$ cat src/rtl/memory_bus_pkg.sv
// Shared types and region checks for the text/data memory bus front end.
// Region bounds default to the standard map unless the build overrides the macros.
`ifndef TEXT_BEGIN
`define TEXT_BEGIN 32'h0000_0000
`endif
`ifndef TEXT_END
`define TEXT_END 32'h0000_FFFF
`endif
`ifndef DATA_BEGIN
`define DATA_BEGIN 32'h0001_0000
`endif
`ifndef DATA_END
`define DATA_END 32'h0001_FFFF
`endif

package memory_bus_pkg;

  typedef enum logic [1:0] {
    IDLE,
    ISSUE,
    RESPOND
  } bus_state_t;

  typedef enum logic {
    PORT_FETCH,
    PORT_DATA
  } bus_port_t;

  localparam logic [31:0] TEXT_LO = `TEXT_BEGIN;
  localparam logic [31:0] TEXT_HI = `TEXT_END;
  localparam logic [31:0] DATA_LO = `DATA_BEGIN;
  localparam logic [31:0] DATA_HI = `DATA_END;

  // Offset form keeps a zero-based region from degenerating into a constant compare.
  function automatic logic in_text(input logic [31:0] addr);
    return (addr - TEXT_LO) <= (TEXT_HI - TEXT_LO);
  endfunction

  function automatic logic in_data(input logic [31:0] addr);
    return (addr - DATA_LO) <= (DATA_HI - DATA_LO);
  endfunction

endpackage

$ cat src/rtl/memory_bus_arbiter.sv
// Two-port (fetch, load/store) arbiter and sequencer for the synchronous-read memory bus.
// Every access, including rejected ones, takes IDLE -> ISSUE -> RESPOND with the ack in RESPOND.
module memory_bus_arbiter
  import memory_bus_pkg::*;
(
  input  logic        clock,
  input  logic        reset_n,
  input  logic        fetch_req,
  input  logic [31:0] fetch_address,
  output logic        fetch_ack,
  output logic        fetch_error,
  output logic [31:0] fetch_data,
  input  logic        data_req,
  input  logic [31:0] data_address,
  input  logic        data_write,
  input  logic [3:0]  data_byte_enable,
  input  logic [31:0] data_write_data,
  output logic        data_ack,
  output logic        data_error,
  output logic [31:0] data_read_data,
  output logic [31:0] bus_address,
  output logic [31:0] bus_write_data,
  output logic [3:0]  bus_byte_enable,
  output logic        bus_read_enable,
  output logic        bus_write_enable,
  input  logic [31:0] bus_read_data
);

  bus_state_t  state_q, state_d;
  bus_port_t   grant_q, grant_d;
  bus_port_t   last_q, last_d;
  logic [31:0] addr_q, addr_d;
  logic [31:0] wdata_q, wdata_d;
  logic [3:0]  be_q, be_d;
  logic        write_q, write_d;
  logic        err_q, err_d;

  logic        fetch_bad;
  logic        data_bad;
  bus_port_t   pick;
  logic        rd_ok;

  always_ff @(posedge clock or negedge reset_n) begin
    if (!reset_n) begin
      state_q <= IDLE;
      grant_q <= PORT_FETCH;
      last_q  <= PORT_FETCH;
      addr_q  <= '0;
      wdata_q <= '0;
      be_q    <= '0;
      write_q <= 1'b0;
      err_q   <= 1'b0;
    end else begin
      state_q <= state_d;
      grant_q <= grant_d;
      last_q  <= last_d;
      addr_q  <= addr_d;
      wdata_q <= wdata_d;
      be_q    <= be_d;
      write_q <= write_d;
      err_q   <= err_d;
    end
  end

  always_comb begin
    fetch_bad = fetch_address[1:0] != 2'b00;
    data_bad  = (data_write && !in_data(data_address))
             || (data_byte_enable == 4'b0000)
             || (!in_text(data_address) && !in_data(data_address));

    // Under contention the port that lost last time wins.
    if (fetch_req && data_req) begin
      pick = (last_q == PORT_FETCH) ? PORT_DATA : PORT_FETCH;
    end else if (data_req) begin
      pick = PORT_DATA;
    end else begin
      pick = PORT_FETCH;
    end

    rd_ok = !err_q && !write_q;
  end

  always_comb begin
    state_d = state_q;
    grant_d = grant_q;
    last_d  = last_q;
    addr_d  = addr_q;
    wdata_d = wdata_q;
    be_d    = be_q;
    write_d = write_q;
    err_d   = err_q;

    fetch_ack        = 1'b0;
    fetch_error      = 1'b0;
    fetch_data       = '0;
    data_ack         = 1'b0;
    data_error       = 1'b0;
    data_read_data   = '0;
    bus_address      = '0;
    bus_write_data   = '0;
    bus_byte_enable  = '0;
    bus_read_enable  = 1'b0;
    bus_write_enable = 1'b0;

    case (state_q)
      IDLE: begin
        if (fetch_req || data_req) begin
          grant_d = pick;
          state_d = ISSUE;
          if (pick == PORT_FETCH) begin
            addr_d  = fetch_address;
            write_d = 1'b0;
            be_d    = 4'b1111;
            wdata_d = '0;
            err_d   = fetch_bad;
          end else begin
            addr_d  = data_address;
            write_d = data_write;
            be_d    = data_byte_enable;
            wdata_d = data_write_data;
            err_d   = data_bad;
          end
        end
      end

      ISSUE: begin
        bus_address = addr_q;
        if (!err_q) begin
          if (write_q) begin
            bus_write_enable = 1'b1;
            bus_byte_enable  = be_q;
            bus_write_data   = wdata_q;
          end else begin
            bus_read_enable = 1'b1;
          end
        end
        state_d = RESPOND;
      end

      RESPOND: begin
        // The bus read mux decodes the live address, so it stays on the bus here.
        bus_address     = addr_q;
        bus_read_enable = rd_ok;
        if (grant_q == PORT_FETCH) begin
          fetch_ack   = 1'b1;
          fetch_error = err_q;
          fetch_data  = rd_ok ? bus_read_data : '0;
        end else begin
          data_ack       = 1'b1;
          data_error     = err_q;
          data_read_data = rd_ok ? bus_read_data : '0;
        end
        last_d  = grant_q;
        state_d = IDLE;
      end

      default: state_d = IDLE;
    endcase
  end

endmodule

$ cat config.mk
export PLATFORM = sky130hd
export DESIGN_NAME = memory_bus_arbiter
export DESIGN_NICKNAME = d
export VERILOG_FILES = /design/src/rtl/memory_bus_pkg.sv /design/src/rtl/memory_bus_arbiter.sv
export SDC_FILE = /design/constraint.sdc
export NUM_CORES = 1
export LEC_CHECK = 0
export CORE_MARGIN = 8
export CORE_UTILIZATION = 36
export DETAILED_ROUTE_END_ITERATION = 7
export GPL_ROUTABILITY_DRIVEN = 0
export PLACE_DENSITY = 0.87
export SETUP_SLACK_MARGIN = 0.5
export SLEW_MARGIN = 20
export SYNTH_ARGS = -nofsm -noshare
export SYNTH_HDL_FRONTEND = slang
export SYNTH_SLANG_ARGS = --single-unit
$ cat constraint.sdc
create_clock -name clock -period 1.81 [get_ports clock]
set_input_delay 0.181 -clock clock [delete_from_list [all_inputs] [get_ports clock]]
set_output_delay 0.181 -clock clock [all_outputs]
set_load 0.01 [all_outputs]
Word-level counts from Yosys, hierarchy flattened. Index checks and enable logic that the tools add are counted. W data, S select, Z words.

Register bits after elaboration: 74. Bits in latches: 0. Memory bits (writable): 0. Memory bits (read-only): 0. Word-level logic and storage cells: 66. Memories: 0.

Add/subtract/negate cells: 1. $mul: 0. Div/mod/pow operators: 0. $lt $le $gt $ge: 2. Eq/ne operators: 3. Shift-type cells: 0. Multiplexer cells: 36. Bitwise operators: 0. Reduce and logical (&&, ||, !) cells: 16.

Operators by type and width (count): $mux W32 (11); $le A32 B16 Y1 const B (2); $sub A32 B17 Y32 const B (1); $mux W1 (18); $mux W4 (4); $logic_and A1 B1 Y1 (4); $logic_not A1 Y1 (4); $logic_not A4 Y1 (1); $pmux W2 S2 (1); $logic_or A1 B1 Y1 (3); $eq A2 B1 Y1 const B (1); $eq A2 B2 Y1 const B (1); $logic_not A2 Y1 (1); $mux W2 (1); $ne A2 B2 Y1 const B (1); $pmux W1 S2 (1); $reduce_and A2 Y1 (1); $reduce_bool A2 Y1 (1); $reduce_or A2 Y1 (1).

Depth between registers and ports, before layout. Gate-level depths: netlist (run 1).

Depth in word-level cells: 7. Depth in mapped cells: 7.

Worst setup path after synthesis (run 1). No wires, ideal clock.

Path type: reg-to-output. Start point: register state_q[0]. End point: output port fetch_data[10]. Arrival: 1482 ps. Setup slack: 147 ps. Cell stages (with the launch flop): 7. Path buffers: 1. Cell sequence: dfrtp_1 -> inv_1 -> ha_1 -> and2b_1 -> nor3b_2 -> clkbuf_1 -> and2_1.

Word-level cells in the longest chain between the ends: 2.

Ends and longest elaborated chain: start: declaration (RTL line memory_bus_arbiter.sv:29) `bus_state_t state_q, state_d;`; start signal: assignment (RTL line memory_bus_arbiter.sv:54) `state_q <= state_d;`; $eq A2 B2 Y1 (RTL line memory_bus_arbiter.sv:105) `case (state_q)`; $mux W32 (RTL line memory_bus_arbiter.sv:105); end: declaration (RTL line memory_bus_arbiter.sv:12) `output logic [31:0] fetch_data,`.

No other way between the ends.

Worst setup path after layout (run 1).
Start point: register state_q[1]. End point: output port fetch_data[31].

The elaborated chain is that of the path after synthesis.

==> results.md, run 1 <==
* WL/cell at 27.44 um
* Die width at 122 um
* Pwr dens at 1448 mW/mm^2
* Total gr overflow at 0
* Met1 wire length at 8482 um
* Max-cap violations at 0
* Setup ws final at -0.3649 ns
* Ys Warns at 0
* Layout cells sized above 1 at 61.21%
* Worst IR Drop VDD at 1109 uV
* Max Fclk at 459.8 MHz
* Finish-stage setup viols at 136
* Slew Limit Fails at 0
* Clock root buffer: clkbuf_8
* Drt via density at 5.519
* Setup CP Type: register to output pin
* # DRC at 0
* WL final at 24780 um
* Synth top area share at 45.78%
* Asr flop ratio synth at 100.0%
* Largest net degree at the start of global routing at 44
* Full die area at 0.01488 sq mm
* Fin nets at 898
* Synth cell types at 32
* Post-Place Setup Slack at -0.2571 ns
* Antenna cells at 0
* Synth area leader: dfrtp_1
* Buffers on Ports at 274
* Cells after DPL at 812
* Syn Nets at 548
* Number of fill cells at 489
* Area grow syn2layout at 136.5%
* CTS tree: built
* Global-route wire length before repair at 27280 um
* Post-route core utilization at 87.88%
* Psw at 5188 uW
* DR WL met3 at 2118 um
* Clk_skew at 0.01461 ns
* Synth Cell Area at 0.004045 sq mm
* Initial antenna violation count at 0
* Via count at 4984
* Sum Neg Setup Slack at -30.87 ns
* Post-synth EDFFs at 0
* Worst setup EP type: output pin
* Worst Hold Class: primary input to asynchronous set/reset pin
* Synth top area cells: dfrtp_1, and2_1, mux2i_1
* Min Clock Period, post-route at 2.175 ns
* Chip height at 122 um
* Vias in the first global route at 4705
* Top_reg_cell synth: dfrtp_1
* DR iter-0 viols at 301
* Max-slew headroom at 65.67%
* Hpwl dp at 12990 um
* Inserted Clock Buffers at 9
* RSZ-0062 raised after global routing: true
* Syn Inst Count at 408
* Crit share post-route at 120.2%
* Worst Path Required at 1.63 ns
* Internal power at 8669 uW
* Post-synthesis sequential area ratio at 45.78%
* I/O pin count at 275
* Synthesized flop and latch total at 74
* Initial core utilization at 37.15%
* Non-Filler Instances at 903
* Clock share of power at 11.4%
* Worst Tran Pin Value at 0.5107 ns
* Max layer used: met4
* Worst hold slack at 0.3339 ns
* Outcome: finished, violations left
* Failing checks: negative setup slack
* Worst Setup Start Kind: register
* Clk_lat worst skew at 0.36 ns
* Switching part of the total at 37.44%
* CP Max Fanout at 8
* Worst EP arrival at 1.99 ns
* Final Hold Vio Count at 0
* Row cnt at 38
* Clock Sinks at 74
* CTS max path bufs at 2
* Core ar. at 0.01089 sq mm
* Met2 wire length at 13060 um
* First drt pass iteration count at 5
* Pleak at 0.004407 uW
* Total GRT Usage at 23.88%
* CTS clk-pin slew, worst paths at 0.10 ns
* H-tree depth at 3
* DRT antenna net count at 0
* Sequential share of power at 22.2%
* Comb pwr share at 66.4%
* Synth Area per Inst at 9.915 sq um
[metrics by stage]
step | area (sq um) | power [uW]
after floorplan | 4367 | 5132
after global placement | 7301 | 7306
after detailed placement | 7301 | 7496
after CTS | 8202 | 10670
after global routing | 9568 | 14300
final | 9568 | 13860
[flip-flops by register name, indices dropped and copies added (netlist names)]
| name | count |
|---|---|
| write_q | 1 |
| addr_q | 32 |
| grant_q | 1 |
| wdata_q | 32 |
| err_q | 1 |
| state_q | 2 |
| be_q | 4 |
| last_q | 1 |
[layout make-up]
class                      count  area (sq um)  share of cell area [%]
multi-input combinational    300          2889                   30.19
inverter                       5         18.77                  0.1962
timing repair buffer         368          4397                   45.95
tap                          140         175.2                   1.831
clock inverter                 5         85.08                  0.8892
clock buffer                  11         151.4                   1.582
sequential                    74          1852                   19.35
[worst max-delay path, cell delays in order (launching register included)]
cell and delay [ns]:
dfrtp_1 0.42, buf_6 0.14, ha_4 0.17, and2b_2 0.20
nor3b_4 0.16, buf_6 0.15, buf_12 0.13, and2_4 0.15
buf_6 0.11
[metal layers]
metal  vias to the layer above  GRT usage [%]
li1                       2105              -
met1                      2502          25.34
met2                       313          43.12
met3                        64          6.849
met4                         0          10.49
met5                         -              0
[path summary, 6_finish.rpt]
path	slack [ns]	depth (start not counted)	from	endpoint
worst max register to register	0.18	7	state_q[0]$_DFFE_PN0P_	wdata_q[19]$_DFFE_PN0P_
min in group clock	0.42	2	data_write_data[31]	wdata_q[31]$_DFFE_PN0P_
worst min-delay path	0.33	2	reset_n	addr_q[3]$_DFFE_PN0P_
max in group asynchronous	0.86	3	reset_n	wdata_q[2]$_DFFE_PN0P_
worst min register to register	0.50	2	addr_q[5]$_DFFE_PN0P_	addr_q[5]$_DFFE_PN0P_
worst max-delay path	-0.36	8	state_q[1]$_DFFE_PN0P_	fetch_data[31]
[cell families after synthesis]
group,share of synthesized area [%]
multiplexers,7.702
flip-flops,45.78
buffers and inverters,5.011
adder cells (fa/ha/maj),0.9280
AND/OR/NAND/NOR,26.72
AO/OA/AOI/OAI,13.86
[repair_timing]
item                                    CTS  global route
cloned                                   11            25
endpoints found under the setup margin  210           210
pin swaps                                28            91
resized for setup                       681           249
buffers inserted                         18            20
hold endpoints to repair                 31             0
hold buffers                              1             0
[cells in the final DEF, fill, tap and decap left out, drive strengths merged]
| cell type | count |
|---|---|
| a2bb2oi | 1 |
| a221o | 2 |
| ha | 3 |
| clkinv | 1 |
| nor3b | 3 |
| a22o | 32 |
| o21ai | 35 |
| nand4 | 1 |
| bufinv | 2 |
| and2b | 1 |
| or4 | 1 |
| a21boi | 2 |
| clkinvlp | 1 |
| o21a | 1 |
| dlygate4sd3 | 1 |
| nor3 | 3 |
| dfrtp | 74 |
| clkdlybuf4s50 | 135 |
| inv | 6 |
| nor2 | 1 |
| and3b | 1 |
| and2 | 135 |
| and3 | 1 |
| o22a | 4 |
| mux2i | 30 |
| mux2 | 1 |
| buf | 216 |
| nand2 | 37 |
| nor4 | 3 |
| clkbuf | 27 |
| o31ai | 1 |
| o2111ai | 1 |
[cells in the mapped netlist, types with 2 or more instances]
cell	number
a221o_1	2
buf_2	6
buf_6	8
o21ai_0	33
ha_1	3
and2_1	133
nand2_1	37
mux2i_1	30
nor3_1	3
inv_1	5
nor4_1	3
clkbuf_1	17
a22o_1	32
dfrtp_1	74
o22a_1	4
nor3b_1	2
[power by group through the flow]
stage                     logic, uW  registers [uW]  clock network, uW
after floorplan                2450            2680                  0
final                          9200            3080               1570
after detailed placement       4680            2820                  0
after global placement         4540            2770                  0
after global routing           9540            3120               1640
after CTS                      6330            2810               1530
Power figures use the tool's default switching activity.
==> run 2, diff against run 1 <==
PLACE_DENSITY = default   (was 0.87)
PLACE_DENSITY_LB_ADDON = 0.25   (was default)
==> run 2 against run 1 <==
The run still ends with negative setup slack left. Clock-buffer cell count increased by 1. Total power decreased by 1.4%. Clock skew decreased by 0.0051 ns. Setup slack got worse by 0.025 ns. Critical endpoint unchanged. Register-to-register slack got worse by 0.19 ns. Utilization decreased by 2.0 points. Combinational power decreased by 1%. Critical path type unchanged. Sequential power about the same. Flip-flop and latch count unchanged.
==> results.md, run 2 (synthesis gave the netlist of run 1 again) <==
* Max Fclk at 454.7 MHz
* Layout cells sized above 1 at 59.37%
* Area grow syn2layout at 131.1%
* Via count at 4711
* Max-slew headroom at 68.54%
* # DRC at 0
* I/O pin count at 275
* Buffers on Ports at 274
* Setup CP Type: register to output pin
* Cell Chain, Critical Path: buf_6 -> ha_4 -> and2b_2 -> nor3b_4 -> buf_6 -> buf_16 -> and2_4 -> buf_6
* Comb pwr share at 66.6%
* GR Layer Usage met3 at 6.756%
* Inserted Clock Buffers at 9
* Worst IR Drop VDD at 911.9 uV
* Final Hold Vio Count at 0
* DR iter-0 viols at 202
* Core ar. at 0.01089 sq mm
* Switching part of the total at 36.45%
* Drt via density at 5.217
* Min Clock Period, post-route at 2.199 ns
* Row cnt at 38
* Met2 GRT Util at 44.48%
* Worst setup EP type: output pin
* Psw at 4980 uW
* Vias in the first global route at 4889
* Finish-stage setup viols at 137
* Clock share of power at 10.7%
* Worst Path Required at 1.63 ns
* Antenna cells at 0
* Failing checks: negative setup slack
* Placed Instance Area at 0.007293 sq mm
* Slew Limit Fails at 0
* Sequential share of power at 22.7%
* Largest net degree at the start of global routing at 75
* Worst EP arrival at 2.02 ns
* WL final at 21780 um
* Global-route wire length before repair at 27830 um
* CTS tree: built
* Outcome: finished, violations left
* Worst Hold Class: primary input to asynchronous set/reset pin
* Full die area at 0.01488 sq mm
* GR Util met1 at 26.48%
* Clock root buffer: clkbuf_8
* Final Cell Area at 0.009349 sq mm
* WP buf/inv at 4
* Post-route core utilization at 85.87%
* First drt pass iteration count at 4
* CTS clk-pin slew, worst paths at 0.08 ns
* Most common cell after layout, fill and taps aside: buf_6
* CTS max path bufs at 2
* Total GRT Usage at 24.30%
* Chip height at 122 um
* RSZ-0062 raised after global routing: true
* CP delay by family, top: buffers and inverters
* Total gr overflow at 0
* Clk_skew at 0.009488 ns
* Die width at 122 um
* Worst Setup Start Kind: register
* Hpwl dp at 12390 um
* Critical Path Max Stage Delay at 0.45 ns
* Max-cap violations at 0
* Worst path slowest cell: dfrtp_1
* Fin nets at 898
* Crit share post-route at 121.5%
* Most crowded layer after global routing: met2
* Most frequent cell on the critical path: buf_6
* Pleak at 0.004402 uW
* WL/cell at 24.11 um
* Clock Sinks at 74
* Most frequent cells in the layout: buf_6, clkdlybuf4s50_1, and2_4
* DRT antenna net count at 0
* H-tree depth at 3
* Biggest regs: addr_q: 32 flops, wdata_q: 32 flops, be_q: 4 flops
* Initial antenna violation count at 0
* Worst Tran Pin Value at 0.4677 ns
* Pwr dens at 1461 mW/mm^2
* Internal power at 8683 uW
* CP Max Fanout at 8
* Clk_lat worst skew at 0.34 ns
* Setup ws final at -0.3894 ns
* Post-Place Setup Slack at -0.2842 ns
* Initial core utilization at 37.15%
-- run 2: cell types whose count changed in the layout (fill, tap and decap cells not counted), moves of 3 or more --
cell and delta:
buf_8 -3, buf_2 -3, buf_12 -7, clkbuf_16 -9
buf_4 -6, mux2i_1 +17, mux2i_4 -12, buf_16 +6
nand2_4 +7, mux2i_2 -5, nand2_1 -6, buf_6 +22
-- run 2: path summary, 6_finish.rpt --
path / start / endpoint / slack, ns / cells after the start
worst max-delay path: state_q[1]$_DFFE_PN0P_ / fetch_data[31] / -0.39 / 8
worst max register to register: state_q[1]$_DFFE_PN0P_ / addr_q[21]$_DFFE_PN0P_ / -0.01 / 10
max in group asynchronous: reset_n / err_q$_DFFE_PN0P_ / 1.08 / 3
min in group clock: data_write_data[25] / wdata_q[25]$_DFFE_PN0P_ / 0.43 / 2
worst min-delay path: reset_n / addr_q[22]$_DFFE_PN0P_ / 0.38 / 3
worst min register to register: addr_q[22]$_DFFE_PN0P_ / addr_q[22]$_DFFE_PN0P_ / 0.50 / 2
-- run 2: worst reg2reg max path: stages (launching register included) --
cell and delay, ns:
dfrtp_1 0.44, inv_2 0.08, buf_6 0.12, ha_4 0.17, buf_6 0.13, o21ai_4 0.16
buf_6 0.19, buf_12 0.12, buf_16 0.15, nand2_2 0.07, o21ai_1 0.11
-- run 2: cell type report --
type	count	area [sq um]
Tap cell	140	175.2
Inverter	5	18.77
Multi-Input combinational cell	299	2726
Fill cell	517	1539
Sequential cell	74	1853
Clock buffer	12	145.1
Clock inverter	4	73.82
Timing Repair Buffer	369	4357
-- run 2: repair_timing --
item | in CTS | in global routing
hold buffers | 1 | 0
resized for setup | 722 | 221
endpoints found under the hold margin | 74 | 0
pin swaps | 50 | 83
gates cloned | 21 | 5
setup buffers | 29 | 20
endpoints found under the setup margin | 210 | 210
-- run 2: stage by stage --
stage          cells  setup TNS (ns)  total power [uW]  hold WS, ns
6_report         903          -31.04             13660       0.3847
5_1_grt          903          -39.44             14170       0.4161
3_5_place_dp     811          -25.50              7473       0.2275
4_1_cts          878          -25.69             11410       0.4001
2_1_floorplan    408               0              5132      -0.1146
3_3_place_gp     811          -18.95              7313       0.2243
-- run 2: routing by layer --
metal	routed length, um	share of wire [%]
met5	0	0
met4	451	2.1
met3	1732	8.0
met2	11800	54
met1	7788	36
-- run 2: power by group through the flow --
stage	clock (uW)	sequential (uW)	combinational (uW)
after floorplan	0	2680	2450
after global placement	0	2760	4550
after detailed placement	0	2810	4660
after CTS	1460	2840	7100
after global routing	1560	3150	9460
final	1470	3100	9100
